$ cat src/rtl/fetch_seq_if.sv
// fetch_seq_if: bundles every handshake/bus signal of the fetch sequencer.
//   imem_*  : instruction-memory request/response (req held until ack)
//   if_*    : one-entry output register towards decode, with id_ready
//   redir_* : redirect from the jump-target unit, plus branch_taken
//   trap_valid : one-cycle pulse on a misaligned redirect (optional feature)
// modport master is the sequencer side; modport slave is its environment.
interface fetch_seq_if;
    logic        imem_req;
    logic [31:0] imem_addr;
    logic        imem_ack;
    logic [31:0] imem_rdata;
    logic        if_valid;
    logic [31:0] if_instr;
    logic [31:0] if_pc;
    logic        id_ready;
    logic [6:0]  redir_opcode;
    logic        redir_valid;
    logic [31:0] redir_target;
    logic        branch_taken;
    logic        trap_valid;

    modport master (
        output imem_req, imem_addr, if_valid, if_instr, if_pc, trap_valid,
        input  imem_ack, imem_rdata, id_ready, redir_opcode, redir_valid,
               redir_target, branch_taken
    );

    modport slave (
        input  imem_req, imem_addr, if_valid, if_instr, if_pc, trap_valid,
        output imem_ack, imem_rdata, id_ready, redir_opcode, redir_valid,
               redir_target, branch_taken
    );
endinterface

$ cat src/rtl/fetch_seq.sv
// fetch_seq: program-counter sequencer for the single-issue RISC-V core.
// Owns the PC, issues instruction-memory requests, presents fetched words to
// decode through a one-entry output register and applies JAL/JALR/taken-BRANCH
// redirects. Absorbs decode stalls (HOLD) and memory wait states (DRAIN).
// Ports:
//   clk  : system clock, rising edge
//   rst  : synchronous, active-high reset
//   bus  : fetch_seq_if.master (imem request/response, decode output,
//          redirect inputs, trap_valid)
// Optional feature: define MISALIGN_TRAP_EN to divert redirects whose target
// has bit 1 set to TRAP_VEC and pulse trap_valid; otherwise the target is
// word-aligned by clearing bits [1:0] and trap_valid is constant 0.
module fetch_seq #(
    parameter logic [31:0] RESET_PC = 32'h0000_0000,
    parameter logic [31:0] TRAP_VEC = 32'h0000_0100
) (
    input  logic          clk,
    input  logic          rst,
    fetch_seq_if.master   bus
);
    localparam logic [6:0] OP_JAL    = 7'b1101111;
    localparam logic [6:0] OP_JALR   = 7'b1100111;
    localparam logic [6:0] OP_BRANCH = 7'b1100011;

    typedef enum logic [1:0] {IDLE, REQ, DRAIN, HOLD} state_e;

    state_e      state_q, state_d;
    logic [31:0] pc_q, pc_d;
    logic [31:0] drain_addr_q, drain_addr_d;   // address of the request being drained
    logic        if_valid_q, if_valid_d;
    logic [31:0] if_instr_q, if_instr_d;
    logic [31:0] if_pc_q, if_pc_d;

    logic        take;
    logic [31:0] new_pc;
    logic        out_free;
    logic        req;

    always_comb begin
        take = bus.redir_valid &
               ((bus.redir_opcode == OP_JAL) || (bus.redir_opcode == OP_JALR) ||
                ((bus.redir_opcode == OP_BRANCH) && bus.branch_taken));
`ifdef MISALIGN_TRAP_EN
        new_pc = bus.redir_target[1] ? TRAP_VEC : (bus.redir_target & 32'hFFFF_FFFE);
`else
        new_pc = bus.redir_target & 32'hFFFF_FFFC;
`endif
        out_free = !if_valid_q || bus.id_ready;
        // A new fetch is only issued when its result has somewhere to land;
        // a drain keeps the in-flight request alive until memory answers.
        req = ((state_q == REQ) && out_free) || (state_q == DRAIN);
    end

    assign bus.imem_req  = req;
    assign bus.imem_addr = (state_q == DRAIN) ? drain_addr_q : pc_q;
    assign bus.if_valid  = if_valid_q;
    assign bus.if_instr  = if_instr_q;
    assign bus.if_pc     = if_pc_q;

`ifdef MISALIGN_TRAP_EN
    logic trap_q, trap_d;
    assign trap_d         = take && bus.redir_target[1];
    assign bus.trap_valid = trap_q;
`else
    assign bus.trap_valid = 1'b0;
`endif

    always_comb begin
        // NOTE: every _d starts from its _q so no path through the case leaves
        // a signal unassigned, which would otherwise infer a latch.
        state_d      = state_q;
        pc_d         = pc_q;
        drain_addr_d = drain_addr_q;
        if_instr_d   = if_instr_q;
        if_pc_d      = if_pc_q;
        // Decode consumes the entry on if_valid & id_ready in any state.
        if_valid_d   = if_valid_q && !bus.id_ready;

        unique case (state_q)
            IDLE: begin
                state_d = REQ;
                if (take) pc_d = new_pc;
            end
            REQ: begin
                if (take) begin
                    // Redirect kills whatever would load this cycle.
                    if_valid_d = 1'b0;
                    pc_d       = new_pc;
                    if (req && !bus.imem_ack) begin
                        state_d      = DRAIN;
                        drain_addr_d = pc_q;
                    end
                end else if (req && bus.imem_ack) begin
                    if_instr_d = bus.imem_rdata;
                    if_pc_d    = pc_q;
                    if_valid_d = 1'b1;
                    pc_d       = pc_q + 32'd4;
                end else if (!out_free) begin
                    state_d = HOLD;
                end
            end
            DRAIN: begin
                if (take) pc_d = new_pc;
                if (bus.imem_ack) state_d = REQ;
            end
            HOLD: begin
                if (take) begin
                    if_valid_d = 1'b0;
                    pc_d       = new_pc;
                    state_d    = REQ;
                end else if (bus.id_ready) begin
                    state_d = REQ;
                end
            end
            default: state_d = IDLE;
        endcase
    end

    always_ff @(posedge clk) begin
        if (rst) begin
            // NOTE: the datapath registers are reset too, so if_instr/if_pc
            // read 0 out of reset rather than stale data.
            state_q      <= IDLE;
            pc_q         <= RESET_PC;
            drain_addr_q <= 32'h0;
            if_valid_q   <= 1'b0;
            if_instr_q   <= 32'h0;
            if_pc_q      <= 32'h0;
`ifdef MISALIGN_TRAP_EN
            trap_q       <= 1'b0;
`endif
        end else begin
            // NOTE: non-blocking assignments, so every flop samples the values
            // of this cycle regardless of statement order.
            state_q      <= state_d;
            pc_q         <= pc_d;
            drain_addr_q <= drain_addr_d;
            if_valid_q   <= if_valid_d;
            if_instr_q   <= if_instr_d;
            if_pc_q      <= if_pc_d;
`ifdef MISALIGN_TRAP_EN
            trap_q       <= trap_d;
`endif
        end
    end
endmodule

$ cat src/flat_wrapper.sv
// flat-port wrapper written by rule: the top's interface ports become plain ports
module fetch_seq_flat 
#(
    parameter logic [31:0] RESET_PC = 32'h0000_0000,
    parameter logic [31:0] TRAP_VEC = 32'h0000_0100
)
  (clk, rst, bus_imem_req, bus_imem_addr, bus_if_valid, bus_if_instr, bus_if_pc, bus_trap_valid, bus_imem_ack, bus_imem_rdata, bus_id_ready, bus_redir_opcode, bus_redir_valid, bus_redir_target, bus_branch_taken);
  fetch_seq_if bus_i ();
  input  logic clk;
  input  logic rst;
  output wire logic [$bits(bus_i.imem_req)-1:0] bus_imem_req;
  output wire logic [$bits(bus_i.imem_addr)-1:0] bus_imem_addr;
  output wire logic [$bits(bus_i.if_valid)-1:0] bus_if_valid;
  output wire logic [$bits(bus_i.if_instr)-1:0] bus_if_instr;
  output wire logic [$bits(bus_i.if_pc)-1:0] bus_if_pc;
  output wire logic [$bits(bus_i.trap_valid)-1:0] bus_trap_valid;
  input wire logic [$bits(bus_i.imem_ack)-1:0] bus_imem_ack;
  input wire logic [$bits(bus_i.imem_rdata)-1:0] bus_imem_rdata;
  input wire logic [$bits(bus_i.id_ready)-1:0] bus_id_ready;
  input wire logic [$bits(bus_i.redir_opcode)-1:0] bus_redir_opcode;
  input wire logic [$bits(bus_i.redir_valid)-1:0] bus_redir_valid;
  input wire logic [$bits(bus_i.redir_target)-1:0] bus_redir_target;
  input wire logic [$bits(bus_i.branch_taken)-1:0] bus_branch_taken;
  assign bus_imem_req = bus_i.imem_req;
  assign bus_imem_addr = bus_i.imem_addr;
  assign bus_if_valid = bus_i.if_valid;
  assign bus_if_instr = bus_i.if_instr;
  assign bus_if_pc = bus_i.if_pc;
  assign bus_trap_valid = bus_i.trap_valid;
  assign bus_i.imem_ack = bus_imem_ack;
  assign bus_i.imem_rdata = bus_imem_rdata;
  assign bus_i.id_ready = bus_id_ready;
  assign bus_i.redir_opcode = bus_redir_opcode;
  assign bus_i.redir_valid = bus_redir_valid;
  assign bus_i.redir_target = bus_redir_target;
  assign bus_i.branch_taken = bus_branch_taken;
  fetch_seq #(.RESET_PC(RESET_PC), .TRAP_VEC(TRAP_VEC)) u_core (.clk(clk), .rst(rst), .bus(bus_i));
endmodule
$ cat config.mk
export PLATFORM = sky130hd
export DESIGN_NAME = fetch_seq_flat
export DESIGN_NICKNAME = d
export VERILOG_FILES = /design/src/rtl/fetch_seq_if.sv /design/src/rtl/fetch_seq.sv /design/src/flat_wrapper.sv
export SDC_FILE = /design/constraint.sdc
export NUM_CORES = 1
export LEC_CHECK = 0
export CAP_MARGIN = 20
export CORE_ASPECT_RATIO = 2
export CORE_MARGIN = 1.5
export CORE_UTILIZATION = 45
export CTS_BUF_LIST = sky130_fd_sc_hd__clkbuf_8
export DETAILED_ROUTE_END_ITERATION = 10
export PLACE_DENSITY = 0.78
export SLEW_MARGIN = 20
export SYNTH_ARGS = -nofsm -noshare
export SYNTH_HDL_FRONTEND = slang
export SYNTH_SLANG_ARGS = --single-unit
$ cat constraint.sdc
create_clock -name clk -period 2.1 [get_ports clk]
set_input_delay 0.21 -clock clk [delete_from_list [all_inputs] [get_ports clk]]
set_output_delay 0.21 -clock clk [all_outputs]
set_load 0.03 [all_outputs]
# --- After elaboration in Yosys (flattened, before gate mapping) ---
# Cells that the tools add are included.
word_totals:
  out_inout_bits: 99
  inputBits: 77
  ff_bits: 131
classes:
  n_reduce_logical: 18
  n_mux: 17
  eq_ne: 13
  bitwise_logic: 2
  n_addsub: 1
ops:
  columns: ["cell", "n"]
  rows:
  - ["$mux 32", 4]
  - ["$pmux 32 s2", 1]
  - ["$add 32x3->32 const B", 1]
  - ["$eq 7x7->1 const B", 3]
  - ["$mux 2", 7]
  - ["$ne 3x2->1 const B", 4]
  - ["$pmux 2 s4", 1]
  - ["$reduce_and 3->1", 2]
  - ["$logic_and 1x1->1", 5]
  - ["$reduce_and 5->1", 1]
  - ["$eq 2x2->1 const B", 2]
  - ["$logic_or 1x1->1", 4]
  - ["$logic_not 1->1", 3]
  - ["$mux 1", 3]
  - ["$ne 3x3->1 const B", 1]
  - ["$reduce_or 3->1", 1]
  - ["$eq 2x1->1 const B", 1]
  - ["$logic_not 2->1", 1]
  - ["$ne 2x1->1 const B", 1]
  - ["$ne 2x2->1 const B", 1]
  - ["$pmux 1 s2", 1]
  - ["$reduce_and 2->1", 1]
  - ["$and 1x1->1", 1]
  - ["$not 1->1", 1]

# --- Longest topological paths before layout ---
# Gate-level depths: netlist of the first run.
logic_depth:
  depth_word: 8
  ltp_mapped: 9
  depth_no_buf: 6

# --- Least setup slack after synthesis of the first run ---
# No wires, ideal clock.
synth_timing:
  path_kind: "register -> register"
  start: "reg u_core.pc_q[2]"
  end: "reg u_core.pc_q[26]"
  period_less_slack_ns: 1.795
  arrival_time_ns: 1.717
  path_stages_with_launch: 7
  path_slack_ns: 0.305
  required_time_ns: 2.022
  n_path_buf: 0
  path_cell_list: "dfxtp_1 -> ha_1 -> nand3_1 -> nor4_1 -> nand2_1 -> o31a_1 -> nor3_1"
synth_between:
  elab_chain_len: 4
synth_rtl:
  columns: ["element", "line", "rtl"]
  rows:
  - ["start, declared", "fetch_seq.sv:28", "logic [31:0] pc_q, pc_d;"]
  - ["start signal, assigned", "fetch_seq.sv:136", "pc_q <= pc_d;"]
  - ["$add 32x3->32", "fetch_seq.sv:97", "pc_d = pc_q + 32'd4;"]
  - ["$mux 32", "fetch_seq.sv:93", "end else if (req && bus.imem_ack) begin"]
  - ["$mux 32", "fetch_seq.sv:85", "if (take) begin"]
  - ["$pmux 32 s2", "fetch_seq.sv:79", "unique case (state_q)"]
# Every way passes these cells. The select of a mux whose other input is x is not followed.
# A chain may end at the register's enable or synchronous reset.

# --- Worst setup path after layout of the first run ---
layout_timing:
  start: "reg u_core.state_q[0]"
  end: "out bus_imem_addr[23]"
layout_between:
  elab_chain_len: 2
layout_rtl:
  columns: ["element", "line", "rtl"]
  rows:
  - ["start, declared", "fetch_seq.sv:27", "state_e state_q, state_d;"]
  - ["start signal, assigned", "fetch_seq.sv:135", "state_q <= state_d;"]
  - ["$eq 2x2->1", "fetch_seq.sv:55", "assign bus.imem_addr = (state_q == DRAIN) ? drain_addr_q : pc_q;"]
  - ["$mux 32", "fetch_seq.sv:55", null]
  - ["end, declared", "flat_wrapper.sv:12", "output wire logic [$bits(bus_i.imem_addr)-1:0] bus_imem_addr;"]
# Every way passes these cells.

==> impl_metrics.ini, run 1 <==
[run_status]
outcome = complete, no violations

[power]
p_comb_frac = 0.138
p_per_area_nw_per_um2 = 657
intPower_w = 0.00405
sw_frac_of_total = 0.266
power.switching_w = 0.00147
seqPwrFrac = 0.447
total_power_w = 0.00552
peakVddDrop_uv = 645
p_leak_nw = 3.16
power_frac_clock = 0.416

[timing]
holdWs_ns = 0.264
max_freq_ghz = 0.491
slew_violations = 0
period_needed_ns = 2.04
fin_crit_sh = 0.969
skew_ns = 0.0113
setup_viol = 0
fin_ws_ns = 0.0644
slew_headroom = 0.640
hold_violations = 0
tightest_slew_ns = 0.540

[run]
maxCapViolCount = 0

[route]
vias = 6142
vias_per_cell = 5.58
wl_met3_um = 1120
drt_iter0_drc = 355
wl_per_cell_um = 16.8
drtPass1Iterations = 5
drc = 0
wl_met1_um = 6200
route.final.wire_length_um = 18500
dr_wl_met2_um = 9960
highest_layer = met4
ant_nets = 0

[place]
dp.cells = 1067
pre_cts_ws_ns = -0.153
gp_congestion = 0.925
port_buffers = 168
hpwlAfterDp_um = 13500

[grt]
grt_pass1_wl_um = 28900
grt_usage = 0.266
grt_antenna_before_repair = 0
grt_pass1_vias = 6060
grt.overflow.total = 0
grt_max_degree = 53

[yosys]
async_flop_share = 0
synth-seq-cells = 125
synth_area_sq_um = 5820
yosysSeqAreaShare = 0.430
synthCells = 737
synth_cell_types = 59
synth-edff-count = 0
syn_area_per_cell_sq_um = 7.89
synth_flop_cell = dfxtp_1
yosysWarnings = 0

[floorplanning]
die_w_um = 83.4
core_area_sq_um = 12600
io_pins = 176
die_height_um = 164
start_util = 0.461
die_area_sq_um = 13700
row_count = 58

[cts]
clock_latency_ns = 0.44
cts_root_buf = clkbuf_8
cts_inserted_buffers = 17
htree_levels = 4
clk_path_buf_depth = 2
clk_pin_slew_worst_paths_ns = 0.07
cts_tree = done
cts.sinks = 125

[worst_setup_path]
cp_max_fo = 10
cp-start-kind = flip-flop
endpoint_kind = output port
path_class = flip-flop to output port
crit_arrival_ns = 1.83
crit_required_ns = 1.89

[final_layout]
fin_nets = 1015
area_growth_pct = 44.5
layout-drive-gt1-share = 0.195
diodes = 0
final_util = 0.666
final_cells = 1100

[min_path]
hp-class = primary input to flip-flop
==> power groups by stage <==
stage          clock network (W)  logic (W)  registers, W
6_report                 0.00230   0.000760       0.00247
5_1_grt                  0.00243   0.000807       0.00247
4_1_cts                  0.00232   0.000756       0.00246
3_5_place_dp                   0   0.000754       0.00252
3_3_place_gp                   0   0.000750       0.00252
2_1_floorplan                  0   0.000309       0.00258
==> cells by family (layout without fill, tap and decap cells) <==
family	after synthesis	count (layout)	share of synthesized area
muxes	35	35	0.0667
AOI/OAI and AO/OA	167	167	0.169
and+or+nand+nor	327	327	0.261
DFF	125	125	0.430
buffers and inverters	78	287	0.0660
xor gates and xnor gates	3	3	0.00452
adders and majority gates	1	1	0.00215
other	1	5	0.000645
==> area by class of cell <==
cell class              instances  area [sq um]
clock buffers                  20           275
clock inverters                12           159
fillers                      1089          4220
inverters                       9          33.8
multi-input cells             538          2970
flip-flops and latches        125          2500
well taps                     150           188
repair buffers                246          2280
==> layout by cell type (no fill, tap or decap), drive strengths merged, types with 2 or more instances in the layout <==
cell type,instances
a2111oi,2
a211oi,4
a21oi,111
a311oi,3
a31oi,9
and3,11
and4,6
and4b,2
buf,103
bufinv,3
clkbuf,26
clkdlybuf4s50,136
clkinv,5
clkinvlp,2
conb,5
dfxtp,125
inv,11
mux2,30
mux2i,5
nand2,216
nand2b,3
nand3,20
nand4,9
nor2,18
nor2b,2
nor3,13
nor4,13
o211ai,3
o21a,3
o21ai,11
o22ai,2
o31a,3
o32ai,7
or3,6
or4,6
xnor2,3
==> final timing paths <==
check | from | endpoint | slack, ns | cells after the start
max | u_core.state_q[0]$_SDFFE_PP0P_ | bus_imem_addr[23] | 0.06 | 5
min reg2reg | u_core.bus.if_instr[30]$_SDFFE_PP0P_ | u_core.bus.if_instr[30]$_SDFFE_PP0P_ | 0.45 | 2
max reg2reg | u_core.state_q[0]$_SDFFE_PP0P_ | u_core.pc_q[11]$_SDFFE_PP0P_ | 0.07 | 6
min | rst | u_core.bus.if_pc[19]$_SDFFE_PP0P_ | 0.26 | 2
==> per-layer routing <==
layer / track usage / vias up
met5: 0 / -
met4: 0.180 / 0
met3: 0.0643 / 85
met2: 0.502 / 276
met1: 0.250 / 2836
li1: - / 2945
==> metrics by stage <==
step,area [sq um],setup TNS [ns]
6_report,8410,0
5_1_grt,8410,-0.0119
4_1_cts,8380,0
3_5_place_dp,7940,-1.57
3_3_place_gp,7940,-0.665
2_1_floorplan,5830,0
==> synth_stat cells, types with 4 or more instances <==
library cell    n  area [sq um]
and3_1         11          68.8
nand2_1       214           803
buf_1           4          15.0
mux2_2         28           315
or3_1           6          37.5
nand4_1         8          50.1
o21ai_0        11          55.1
nor4_1         11          68.8
and4_1          6          52.6
nor3_1         12          60.1
nand3_1        19          95.1
mux2i_1         5          50.1
buf_4          11          82.6
a211oi_1        4          30.0
or4_1           5          37.5
a31oi_1         9          56.3
dfxtp_1       125          2500
a21oi_1       111           556
inv_1           9          33.8
nor2_1         17          63.8
buf_2          21           105
o32ai_1         7          61.3
clkbuf_1       27           101
==> sequential cells by signal, indices dropped and copies added (netlist names) <==
name                 count
u_core.bus.if_pc        30
u_core.pc_q             30
u_core.drain_addr_q     30
u_core.state_q           2
u_core.bus.if_instr     32
u_core.bus.if_valid      1
==> what timing repair did <==
action | in CTS | in global routing
gates resized for setup | 10 | 14
hold buffers | 0 | 0
buffers inserted | 0 | 0
endpoints found under the hold margin | 0 | 0
cloned | 0 | 1
setup endpoints to repair | 25 | 50
==> critical path, cell delays in order, from the launching register on <==
cell      delay [ns]
dfxtp_2         0.38
nand2b_4        0.14
buf_6           0.15
buf_12          0.15
mux2_2          0.38
buf_4           0.18
No activity file was read; power rests on OpenSTA's default activity.
==> run 2, diff against run 1 <==
CAP_MARGIN = default   (was 20)
CTS_CLUSTER_SIZE = 25   (was default)
SLEW_MARGIN = 25   (was 20)
==> results of run 2 <==
The final DEF is identical to that of run 1; final timing and power are the same.
==> run 3, diff against run 2 <==
DONT_BUFFER_PORTS = 1   (was default)
PLACE_DENSITY = 0.61   (was 0.78)
SLEW_MARGIN = 40   (was 25)
==> impl_metrics.ini, run 3 (synthesis results as in run 1) <==
[place]
gp_congestion = 0.883
hpwlAfterDp_um = 12200
port_buffers = 0

[worst_setup_path]
worstReg2RegStart = u_core.pc_q[2]$_SDFFE_PP0P_
rrSetupSlack_ns = 0.05
timing.rr.end = u_core.pc_q[14]$_SDFFE_PP0P_
crit_required_ns = 2.48
crit_arrival_ns = 2.43
cp_top_family = simple AND/OR/NAND/NOR gates
worstRegToRegCells = 6
cp-start-kind = flip-flop
path_class = flip-flop to flip-flop
cp_slowest_stage_delay_ns = 0.46
endpoint_kind = flip-flop
slowest_stage = or3_1
cp_max_fo = 5
critPathBufInv = 0
crit_chain = ha_1, nand3_1, or3_1, or2_0, a21oi_1, o221a_2

[min_path]
hp-class = primary input to flip-flop
whs_path_depth = 1
worstHoldStart = rst
min_to = u_core.bus.if_pc[18]$_SDFFE_PP0P_

[floorplanning]
die_w_um = 83.4
start_util = 0.461
die_area_sq_um = 13700
row_count = 58
io_pins = 176
die_height_um = 164
core_area_sq_um = 12600

[grt]
grt_pass1_vias = 5185
grt.overflow.total = 0
grt_antenna_before_repair = 0
grt_pass1_wl_um = 26400
grt_max_degree = 128
grt_usage = 0.245

[timing]
max_freq_ghz = 0.489
holdWs_ns = -0.159
hold_violations = 120
skew_ns = 0.0102
period_needed_ns = 2.05
slew_violations = 0
rsz0062_at_grt = no
finalSetupTns_ns = 0
fin_crit_sh = 0.974
setup_viol = 0

[power]
p_leak_nw = 2.35
p_per_area_nw_per_um2 = 801
total_power_w = 0.00528
peakVddDrop_uv = 580

[cts]
cts_hold_buf = 4
post-cts-setup-buffers = 0
cts_root_buf = clkbuf_8
htree_levels = 4
cts_tree = done
cts_inserted_buffers = 17
clk_path_buf_depth = 2
cts.sinks = 125
clk_pin_slew_worst_paths_ns = 0.08
clock_latency_ns = 0.43

[run_status]
violations = hold timing
outcome = finished, violations left

[final_layout]
final_util = 0.522
final_common_cell = nand2_1
final_cell_mix = 214 x nand2_1, 125 x dfxtp_1, 111 x a21oi_1
diodes = 0
largest_reg_flops = 32
layout-drive-gt1-share = 0.162
area_growth_pct = 13.4
fin_nets = 822

[route]
route.final.wire_length_um = 17200
drc = 0
vias = 5305
vias_per_cell = 5.85
ant_nets = 0
drtPass1Iterations = 5
wl_per_cell_um = 18.9
drt_iter0_drc = 260

[run]
maxCapViolCount = 0
run 3: cell types whose count changed in the layout (fill, tap and decap cells not counted), sizes merged:
cell	delta
clkdlybuf4s50	-136
dlygate4sd2	-1
clkinv	-4
bufinv	+1
inv	+1
dlygate4sd3	+4
buf	-54
clkinvlp	+1
clkbuf	-5
run 3: power breakdown:
part	internal, W	total [W]	switching, W
Clock	0.00141	0.00238	0.000964
Combinational	0.000124	0.000361	0.000236
Sequential	0.00242	0.00254	0.000120
Total	0.00396	0.00528	0.00132
run 3: final cells by class:
type / instances / area [sq um]
timing repair buffer: 53 / 445
sequential: 125 / 2500
inverter: 9 / 33.8
multi-input combinational: 538 / 2980
fill: 1271 / 6030
clock buffer: 21 / 289
clock inverter: 11 / 164
tap: 150 / 188
run 3: worst max-delay path by stage:
| stage | start | to | cells past startpoint |
|---|---|---|---|
| after floorplan | u_core.pc_q[2]$_SDFFE_PP0P_ | u_core.pc_q[26]$_SDFFE_PP0P_ | 6 |
| after global routing | u_core.state_q[0]$_SDFFE_PP0P_ | u_core.pc_q[30]$_SDFFE_PP0P_ | 7 |
| after detailed placement | u_core.pc_q[2]$_SDFFE_PP0P_ | u_core.pc_q[26]$_SDFFE_PP0P_ | 7 |
| after CTS | u_core.state_q[0]$_SDFFE_PP0P_ | u_core.pc_q[16]$_SDFFE_PP0P_ | 6 |
| final | u_core.pc_q[2]$_SDFFE_PP0P_ | u_core.pc_q[14]$_SDFFE_PP0P_ | 6 |
| after global placement | u_core.pc_q[2]$_SDFFE_PP0P_ | u_core.pc_q[26]$_SDFFE_PP0P_ | 7 |
run 3: what timing repair did:
| action | in CTS | in global routing |
|---|---|---|
| pin swaps | 0 | 1 |
| resized for setup | 1 | 2 |
| endpoints found under the setup margin | 1 | 6 |
| endpoints found under the hold margin | 125 | 121 |
run 3: metrics by stage:
stage               std cells  area (sq um)  setup slack (ns)
detailed placement        871          6090            0.0366
finish                    907          6600            0.0544
CTS                       907          6590            0.0209
global placement          871          6090            0.0880
floorplan                 741          5830             0.305
global route              907          6600           0.00575
run 3: routing by layer:
metal,share of wire,up-vias,routed length (um),global-route usage
li1,-,2562,-,-
met1,0.35,2501,6010,0.238
met2,0.54,203,9290,0.458
met3,0.067,39,1150,0.0678
met4,0.042,0,712,0.140
met5,0,-,0,0
